[src/rtl/button_conditioner.sv]
// Push-button front end: two-flop synchroniser, per-channel debounce, press pulse
// and optional auto-repeat while held. One clock domain, synchronous active-high reset.
module button_conditioner #(
   parameter int unsigned          N_BUTTONS       = 5,
   parameter int unsigned          DEBOUNCE_CYCLES = 1000000,
   parameter int unsigned          REPEAT_DELAY    = 25000000,
   parameter int unsigned          REPEAT_PERIOD   = 5000000,
   parameter logic [N_BUTTONS-1:0] REPEAT_MASK     = 5'b11000
) (
   input  logic                 clk,
   input  logic                 reset,
   input  logic [N_BUTTONS-1:0] btn_raw,
   output logic [N_BUTTONS-1:0] btn_level,
   output logic [N_BUTTONS-1:0] btn_pulse,
   output logic                 any_pulse
);

   localparam int unsigned REP_MAX = (REPEAT_DELAY > REPEAT_PERIOD) ? REPEAT_DELAY : REPEAT_PERIOD;
   localparam int unsigned DB_W    = (DEBOUNCE_CYCLES > 2) ? $clog2(DEBOUNCE_CYCLES) : 1;
   localparam int unsigned RP_W    = (REP_MAX > 2) ? $clog2(REP_MAX) : 1;

   localparam logic [DB_W-1:0] DB_LAST = DB_W'(DEBOUNCE_CYCLES - 1);
   localparam logic [RP_W-1:0] RD_LAST = RP_W'(REPEAT_DELAY - 1);
   localparam logic [RP_W-1:0] RP_LAST = RP_W'(REPEAT_PERIOD - 1);

   typedef enum logic [1:0] {
      PH_IDLE,
      PH_DELAY,
      PH_PERIOD
   } phase_e;

   logic [N_BUTTONS-1:0] sync1_q;
   logic [N_BUTTONS-1:0] sync2_q;
   logic [N_BUTTONS-1:0] pulse_d;
   logic                 any_pulse_q;

   always_ff @(posedge clk) begin
      if (reset) begin
         sync1_q <= '0;
         sync2_q <= '0;
      end else begin
         sync1_q <= btn_raw;
         sync2_q <= sync1_q;
      end
   end

   for (genvar g = 0; g < int'(N_BUTTONS); g++) begin : g_ch
      logic [DB_W-1:0] db_cnt_q, db_cnt_d;
      logic [RP_W-1:0] rep_cnt_q, rep_cnt_d;
      phase_e          phase_q, phase_d;
      logic            level_q, level_d;
      logic            pulse_q, ch_pulse_d;
      logic            rise, fall;

      always_comb begin
         db_cnt_d   = db_cnt_q;
         level_d    = level_q;
         phase_d    = phase_q;
         rep_cnt_d  = rep_cnt_q;
         ch_pulse_d = 1'b0;
         rise       = 1'b0;
         fall       = 1'b0;

         if (sync2_q[g] == level_q) begin
            db_cnt_d = '0;
         end else if (db_cnt_q == DB_LAST) begin
            level_d  = sync2_q[g];
            db_cnt_d = '0;
            rise     = sync2_q[g];
            fall     = ~sync2_q[g];
         end else begin
            db_cnt_d = db_cnt_q + 1'b1;
         end

         // A falling level wins over a coincident repeat match: release never pulses.
         if (rise) begin
            ch_pulse_d = 1'b1;
            rep_cnt_d  = '0;
            if (REPEAT_MASK[g]) phase_d = PH_DELAY;
         end else if (fall) begin
            phase_d   = PH_IDLE;
            rep_cnt_d = '0;
         end else if (level_q) begin
            unique case (phase_q)
               PH_DELAY: begin
                  if (rep_cnt_q == RD_LAST) begin
                     ch_pulse_d = 1'b1;
                     rep_cnt_d  = '0;
                     phase_d    = PH_PERIOD;
                  end else begin
                     rep_cnt_d = rep_cnt_q + 1'b1;
                  end
               end
               PH_PERIOD: begin
                  if (rep_cnt_q == RP_LAST) begin
                     ch_pulse_d = 1'b1;
                     rep_cnt_d  = '0;
                  end else begin
                     rep_cnt_d = rep_cnt_q + 1'b1;
                  end
               end
               default: rep_cnt_d = '0;
            endcase
         end
      end

      always_ff @(posedge clk) begin
         if (reset) begin
            db_cnt_q  <= '0;
            rep_cnt_q <= '0;
            phase_q   <= PH_IDLE;
            level_q   <= 1'b0;
            pulse_q   <= 1'b0;
         end else begin
            db_cnt_q  <= db_cnt_d;
            rep_cnt_q <= rep_cnt_d;
            phase_q   <= phase_d;
            level_q   <= level_d;
            pulse_q   <= ch_pulse_d;
         end
      end

      assign pulse_d[g]   = ch_pulse_d;
      assign btn_level[g] = level_q;
      assign btn_pulse[g] = pulse_q;
   end

   always_ff @(posedge clk) begin
      if (reset) any_pulse_q <= 1'b0;
      else       any_pulse_q <= |pulse_d;
   end

   assign any_pulse = any_pulse_q;

endmodule

[config.mk]
export PLATFORM = sky130hd
export DESIGN_NAME = button_conditioner
export DESIGN_NICKNAME = d
export VERILOG_FILES = /design/src/rtl/button_conditioner.sv
export SDC_FILE = /design/constraint.sdc
export NUM_CORES = 1
export LEC_CHECK = 0
export BUFFER_PORTS_ARGS = -buffer_cell sky130_fd_sc_hd__clkbuf_2
export CAP_MARGIN = 0
export CELL_PAD_IN_SITES_DETAIL_PLACEMENT = 0
export CELL_PAD_IN_SITES_GLOBAL_PLACEMENT = 1
export CORE_ASPECT_RATIO = 1.2
export CORE_UTILIZATION = 30
export DETAILED_ROUTE_END_ITERATION = 7
export HOLD_SLACK_MARGIN = 0.1
export PLACE_DENSITY_LB_ADDON = 0.1
export RECOVER_POWER = 100
export REMOVE_ABC_BUFFERS = 1
export SYNTH_ARGS = -nofsm -noshare
export SYNTH_HDL_FRONTEND = slang
export SYNTH_SLANG_ARGS = --single-unit
export TNS_END_PERCENT = 50
[constraint.sdc]
create_clock -name clk -period 4.1 [get_ports clk]
set_clock_uncertainty 0.15 [all_clocks]
set_input_delay 0.615 -clock clk [delete_from_list [all_inputs] [get_ports clk]]
set_output_delay 0.615 -clock clk [all_outputs]
set_load 0.01 [all_outputs]
==> results of run 1 <==
==> worst paths after layout <==
path	endpoint	slack, ns	cells after the start
worst min register to register	sync2_q[1]	0.28	1
worst min-delay path	sync1_q[2]	0.15	2
worst max register to register	g_ch[1].rep_cnt_q[2]	0.87	6
worst max-delay path	g_ch[1].rep_cnt_q[2]	0.87	6
==> layer usage <==
layer / vias to the layer above / global-route usage / routed length [um]
met5: - / 0 / 0
met3: 39 / 0.0234 / 937
met4: 0 / 0.0436 / 593
met1: 4292 / 0.168 / 12400
li1: 4848 / - / -
met2: 99 / 0.229 / 12400
==> synth_stat cells, types with 20 or more instances <==
cell,n
dfxtp_1,253
nor2_1,237
nand2_1,118
nand3_1,108
xor2_1,92
xnor2_1,62
nand4_1,51
a21oi_1,45
and3_1,39
inv_1,36
o21ai_0,28
clkbuf_1,26
or3_1,22
nor3_1,20
==> layout make-up <==
class	count	area (um^2)
Timing Repair Buffer	29	155
Tap cell	526	658
Multi-Input combinational cell	1045	6250
Clock buffer	41	903
Sequential cell	253	5060
Inverter	36	135
Clock inverter	15	203
Fill cell	4121	25400
==> logic make-up after synthesis <==
logic type                 after synthesis
DFF                                    253
and+or+nand+nor                        723
muxes                                   13
AOI/OAI and AO/OA                      141
adders and majority gates               14
xor gates and xnor gates               154
buffers and inverters                   92
==> stage by stage <==
step	util	cells	area (um^2)	power, mW
global placement	0.318	1887	12300	2.61
detailed placement	0.318	1887	12300	2.61
finish	0.345	1945	13400	5.48
floorplan	-	1334	11500	2.57
global route	0.345	1945	13400	5.71
CTS	0.348	1945	13500	5.62
==> report_power, final <==
| group | switching [mW] | total (mW) | leakage [nW] | internal (mW) |
|---|---|---|---|---|
| logic | 0.0513 | 0.0748 | 1.75 | 0.0235 |
| registers | 0.00602 | 2.47 | 2.04 | 2.47 |
| clock network | 1.09 | 2.94 | 0.554 | 1.84 |
| total | 1.15 | 5.48 | 4.34 | 4.33 |
==> layout by cell type, fill, tap and decap left out, types with 9 or more instances in the layout <==
| cell | count |
|---|---|
| and3_1 | 39 |
| xor2_1 | 92 |
| clkinv_2 | 9 |
| a21oi_1 | 45 |
| nor2_1 | 237 |
| clkbuf_8 | 9 |
| ha_1 | 14 |
| nor3_1 | 22 |
| and4_1 | 17 |
| a21o_1 | 11 |
| nand4_1 | 51 |
| nand2b_1 | 10 |
| dfxtp_1 | 253 |
| nor4bb_1 | 9 |
| nand2_1 | 118 |
| nand3_1 | 108 |
| nor4_1 | 17 |
| xnor2_1 | 62 |
| nor4b_1 | 10 |
| clkbuf_16 | 31 |
| o21ai_0 | 29 |
| clkbuf_1 | 15 |
| mux2i_1 | 12 |
| inv_1 | 36 |
| nor2b_1 | 17 |
| or3_1 | 22 |
==> sequential cells by signal, summed over array words and instances, names as in the netlist <==
register        count
g_ch.phase_q        7
g_ch.level_q        5
sync2_q             5
g_ch.rep_cnt_q    125
g_ch.pulse_q        5
sync1_q             5
g_ch.db_cnt_q     100
any_pulse           1
==> timing repair <==
action	CTS	global route
setup buffers	0	0
gates resized for setup	0	0
hold buffers	2	0
endpoints found under the hold margin	2	0
==> worst reg2reg max path, cell delays in order, from the launching register on <==
cell	delay, ns
dfxtp_1	0.39
or4bb_1	0.52
or4_1	0.45
o21ai_0	0.78
a21oi_2	0.08
o211ai_4	0.60
nor2_1	0.12
==> impl_results.rst, run 1 <==
.. list-table::
   :header-rows: 1

   * - Metric
     - Value
   * - RePlAce Congestion
     - around 0.7
   * - Count of H-tree levels built during CTS
     - 1
   * - Leak Pwr
     - about 4.3 nW
   * - Type of element launching the critical path
     - flip-flop
   * - Share of post-route cells with drive strength above 1
     - 0.0613
   * - Post-synthesis cell type with the largest combined area
     - dfxtp_1
   * - Setup_tns
     - 0 ns
   * - RSZ-0062 raised after global routing
     - false
   * - Worst setup path startpoint
     - g_ch[1].rep_cnt_q[18]
   * - Post-detailed-route count of antenna-violating nets
     - 0
   * - Seq/Total Area, Yosys
     - 0.429
   * - Finish-stage setup viols
     - 0
   * - Total clock buffers created by CTS
     - 30
   * - Overall via count from detail_route
     - just over 9000
   * - Number of input and output port buffers inserted
     - 17
   * - Total core area
     - 0.0387 mm^2
   * - Adder and majority gate portion of the synthesized area
     - 0.0148
   * - Ports
     - 18
   * - Area growth from synthesis to layout
     - 13.3%
   * - Worst hold path type
     - in2reg
   * - Fmax
     - approximately 310 MHz
   * - Cell Rows
     - just under 80
   * - Count of maximum capacitance violations
     - 0
   * - Clock Latency Late Sink
     - 0.56 ns
   * - Clock Tree Root
     - clkbuf_16
   * - Effective utilization at floorplan
     - 0.305
   * - NumNets Final
     - around 1400
   * - Relative slew margins
     - 0.0530
   * - Die height
     - around 220 um
   * - Req. time, crit path
     - roughly 4.4 ns
   * - Total number of clock tree sinks
     - approximately 250
   * - Number of flops mapped to enable cells by yosys
     - 0
   * - Arrival @ worst endpoint
     - around 3.5 ns
   * - Global Route Usage Sum
     - 0.133
   * - Post-placement worst setup slack
     - roughly 1.3 ns
   * - Die footprint
     - between 0.04 and 0.05 mm^2
   * - Series of cell instances along the critical path
     - or4bb_1, or4_1, o21ai_0, a21oi_2, o211ai_4, nor2_1
   * - Number of detailed-routing iterations run before antenna repair
     - 5
   * - Origin of the critical flop-to-flop path
     - g_ch[1].rep_cnt_q[18]
   * - Cell count after synthesis
     - around 1400
   * - Crit share post-route
     - 0.788
   * - Mux contribution to synthesized area
     - 0.0111
   * - Biggest area contributors in the synthesized netlist
     - dfxtp_1, nor2_1, xor2_1, xnor2_1, nand3_1
   * - Critical Path Slowest Stage Cell
     - o21ai_0
   * - Netlist cell types
     - 70
   * - Synthesized flop and latch total
     - 253
   * - Smallest hold slack
     - 0.151 ns
   * - Maximum clock path buffer count
     - 3
   * - Final hold violations
     - 0
   * - Buf+Inv Stages, Crit Path
     - 0
   * - Number of antenna violations at the first check in global routing
     - 0
   * - Yosys top cell area share
     - 0.429
   * - Antenna Diode Count
     - 0
   * - Synthesized area per cell
     - between 8 and 9 um^2
   * - Post-route DRC violation count
     - 0
   * - Status
     - completed
   * - Avg WL per Cell
     - 13.5 um
   * - Time the worst path needs with I/O delays and setup
     - around 3.2 ns
   * - Number of slew-limit violations in the final report
     - 0
   * - Dominant combinational cell family by area after synthesis
     - simple AND/OR/NAND/NOR gates
   * - First-pass GRT wire length
     - 44.6 mm
   * - Type of the worst setup path
     - reg2reg
   * - Warnings, synthesis
     - 0
   * - Category of the worst setup path capture point
     - flip-flop
   * - Share of flip-flops with an asynchronous set or reset
     - 0
   * - Netlist area before placement
     - ~0.012 mm^2
   * - PD cells
     - just over 400 mW/mm^2
   * - TritonCTS clock tree
     - done
   * - Number of global-route vias before repair
     - 8970
   * - Simple-gate portion of the synthesized area
     - 0.312
   * - Compound-gate portion of the synthesized area
     - 0.0824
   * - Delay-heaviest family, CP
     - compound AO/OA/AOI/OAI gates
   * - Synth Area in XOR/XNOR
     - 0.114
   * - Maximum fanout encountered on the critical timing path
     - 23
   * - Reg clk slew, reported paths
     - ~0.060 ns
   * - Width of the die
     - 183 um
   * - Final WS setup
     - slightly below 0.9 ns
   * - Crit path largest cell delay
     - between 0.7 and 0.8 ns
   * - Main synth FF type
     - dfxtp_1
   * - Aggregate routed wire length
     - roughly 26 mm
   * - Largest net degree at the start of global routing
     - 31
   * - Maximum vdd drop
     - 0.000292 V
   * - Total grt overflow
     - 0
   * - Placed wire-length estimate after detailed placement
     - between 15 and 20 mm
   * - Worst-Margin Slew
     - about 1.4 ns
   * - Number of vias per cell
     - roughly 4.8
   * - Iter 0 DRT Violations
     - 406
   * - HP Start
     - btn_raw[2]
(Power assumes the default switching activity.)
==> run 2, diff against run 1 <==
- clock period: 4.1 -> 2.91 ns (I/O delays scaled with it)
==> run 2 against run 1 <==
Against the previous run:
- register-to-register slack got worse by 0.73 ns
- setup slack got worse by 0.73 ns
- non-clock buffer count rose by 49
- count of clock-buffer cells in the layout up 7
- first-iteration DRC count fell by 10%
- cell count rose by 2.6%
- combinational power rose by 72%
- sequential power rose by 41%
- clock power is 22% higher
- flip-flop and latch count is the same
- power grew 31%
- critical path type unchanged
- largest cell class unchanged
- highest routed layer unchanged
==> impl_results.rst, run 2 (synthesis gave the netlist of run 1 again) <==
.. list-table::
   :header-rows: 1

   * - Metric
     - Value
   * - Biggest registers after layout
     - g_ch.rep_cnt_q x125, g_ch.db_cnt_q x100, g_ch.phase_q x7
   * - Overall via count from detail_route
     - 9453 (+1.9%)
   * - Number of slew-limit violations in the final report
     - 0 (unchanged)
   * - Maximum vdd drop
     - 0.000450 V (+54%)
   * - Number of antenna violations at the first check in global routing
     - 0 (unchanged)
   * - Count of maximum capacitance violations
     - 0 (unchanged)
   * - Total number of clock tree sinks
     - 253 (unchanged)
   * - Worst hold path type
     - reg2reg
   * - Count of fill cells added during filler insertion
     - 4139 (+0.44%)
   * - Ports
     - 18 (unchanged)
   * - Final hold violations
     - 0 (unchanged)
   * - Category of the worst setup path capture point
     - flip-flop
   * - Share of post-route cells with drive strength above 1
     - 0.0845 (+0.0232)
   * - Post-route DRC violation count
     - 0 (unchanged)
   * - Placed wire-length estimate after detailed placement
     - 18.3 mm (+2.9%)
   * - Die height
     - 219 um (unchanged)
   * - Number of input and output port buffers inserted
     - 17 (unchanged)
   * - Area growth from synthesis to layout
     - 15.6%
   * - Number of global-route vias before repair
     - 9259 (+3.2%)
   * - TritonCTS clock tree
     - done
   * - Type of the worst setup path
     - reg2reg
   * - Cell Rows
     - 79 (unchanged)
   * - Total clock buffers created by CTS
     - 30 (unchanged)
   * - Buf+Inv Stages, Crit Path
     - 1 (+1)
   * - First-pass GRT wire length
     - 46.3 mm (+3.6%)
   * - Setup_tns
     - 0 ns (unchanged)
   * - Req. time, crit path
     - 3.22 ns (-1.15 ns)
   * - RePlAce Congestion
     - 0.733 (+2.2%)
   * - Footprint of the multi-input gates
     - 0.00632 mm^2 (+1.2%)
   * - Register containing the most flip-flops in the final layout
     - g_ch.rep_cnt_q
   * - Crit share post-route
     - 0.953 (+0.165)
   * - Total placed cells including tap cells
     - 1930 (+2.3%)
   * - Reg clk slew, reported paths
     - 0.06 ns (about the same)
   * - Total core area
     - 0.0387 mm^2 (unchanged)
   * - RSZ-0062 raised after global routing
     - false
   * - Clock Tree Root
     - clkbuf_16
   * - Post-detailed-route count of antenna-violating nets
     - 0 (unchanged)
   * - DP Area
     - 0.0127 mm^2 (+2.8%)
   * - Type of element launching the critical path
     - flip-flop
   * - Global Route Usage Sum
     - 0.138 (+0.00456)
   * - Aggregate routed wire length
     - 26.9 mm (+2.3%)
   * - Leak Pwr
     - 4.52 nW (+4.1%)
   * - Count of H-tree levels built during CTS
     - 1 (unchanged)
   * - Die footprint
     - 0.0401 mm^2 (unchanged)
   * - Non-filler cells in the finished layout
     - 1995 (+2.6%)
   * - Maximum fanout encountered on the critical timing path
     - 18 (-22%)
   * - Flip-flop count of the largest register after layout
     - 125 (unchanged)
   * - Finish-stage setup viols
     - 0 (unchanged)
   * - # Post-CTS Setup Buffers
     - 0 (unchanged)
   * - Avg WL per Cell
     - 13.5 um (-0.26%)
   * - Status
     - completed
   * - Number of vias per cell
     - 4.74 (-0.67%)
   * - Width of the die
     - 183 um (unchanged)
   * - Critical Path Slowest Stage Cell
     - o31ai_1
   * - Commonest non-fill, non-tap cells in the layout
     - dfxtp_1, nor2_1, nand2_1, nand3_1, xor2_1
   * - Crit path largest cell delay
     - 0.66 ns (-0.12 ns)
   * - Time the worst path needs with I/O delays and setup
     - 2.77 ns (-0.457 ns)
   * - Delay-heaviest family, CP
     - compound AO/OA/AOI/OAI gates
   * - Area taken by flip-flops and latches
     - 0.00506 mm^2 (unchanged)
   * - Summed area of non-filler cells in the final layout
     - 0.0136 mm^2 (+2.1%)
   * - Fmax
     - 361 MHz (+16%)
   * - Clock Latency Late Sink
     - 0.57 ns (about the same)
   * - PD cells
     - 527 mW/mm^2 (+28%)
   * - Worst-Margin Slew
     - 1.03 ns (-0.393 ns)
   * - Arrival @ worst endpoint
     - 3.08 ns (-0.42 ns)
   * - Iter 0 DRT Violations
     - 365 (-10%)
   * - Number of detailed-routing iterations run before antenna repair
     - 5 (unchanged)
   * - Series of cell instances along the critical path
     - nor4bb_1, nand4b_1, o31ai_1, a211oi_4, buf_12, a21o_1, a22o_1
   * - Total grt overflow
     - 0 (unchanged)
   * - Effective utilization at floorplan
     - 0.305 (unchanged)
   * - Power, Total
     - 7.19 mW (+31%)
   * - Most common cell after layout, fill and taps aside
     - dfxtp_1
   * - Utilization of the core after routing
     - 0.352 (+0.00714)
   * - NumNets Final
     - 1466 (+3.5%)
   * - Maximum clock path buffer count
     - 3 (unchanged)
   * - Largest net degree at the start of global routing
     - 26 (-16%)
   * - Relative slew margins
     - 0.312 (+0.259)
-- run 2: area by class of cell --
class | instances | share of cell area
multi-input combinational | 1046 | 0.463
antenna | 1 | 0.000183
sequential | 253 | 0.371
clock inverter | 7 | 0.00257
tap | 526 | 0.0482
inverter | 36 | 0.00990
timing repair buffer | 78 | 0.0387
clock buffer | 48 | 0.0659
-- run 2: per-stage QoR --
stage	hold WS, ns	worst slack [ns]
floorplan	0.263	-1.12
global placement	0.268	0.000825
detailed placement	0.281	0.00183
CTS	0.286	0.0807
global route	0.302	0.00428
finish	0.283	0.137
-- run 2: path summary, 6_finish.rpt --
path	cells past startpoint	end	from	slack [ns]
worst max-delay path	7	g_ch[3].rep_cnt_q[21]	g_ch[3].rep_cnt_q[14]	0.14
worst min-delay path	1	sync2_q[3]	sync1_q[3]	0.28
worst max register to register	7	g_ch[3].rep_cnt_q[21]	g_ch[3].rep_cnt_q[14]	0.14
worst min register to register	1	sync2_q[3]	sync1_q[3]	0.28
-- run 2: routing by layer --
layer  track usage  vias to the layer above  wire (um)
met5             0                        -          0
met4        0.0417                        0        550
met3        0.0224                       43        874
met2         0.235                       66      12500
met1         0.177                     4405      13000
li1              -                     4939          -
-- run 2: where the power goes --
part	leakage, nW	internal (mW)	switching, mW
clock network	0.466	2.10	1.49
registers	2.04	3.48	0.00800
logic	2.01	0.0477	0.0808
total	4.52	5.62	1.57
-- run 2: worst reg2reg max path, delay by kind of cell, from the launching register on --
| kind | cells | cell delay (ns) |
|---|---|---|
| AOI/OAI and AO/OA | 4 | 1.25 |
| and+or+nand+nor | 2 | 0.66 |
| DFF | 1 | 0.37 |
| buffers and inverters | 1 | 0.23 |
-- run 2: timing repair --
item | in CTS | in global routing
pin swaps | 1 | 0
endpoints found under the setup margin | 1 | 8
hold buffers | 8 | 0
resized for setup | 0 | 1
gates cloned | 1 | 0
endpoints found under the hold margin | 6 | 0
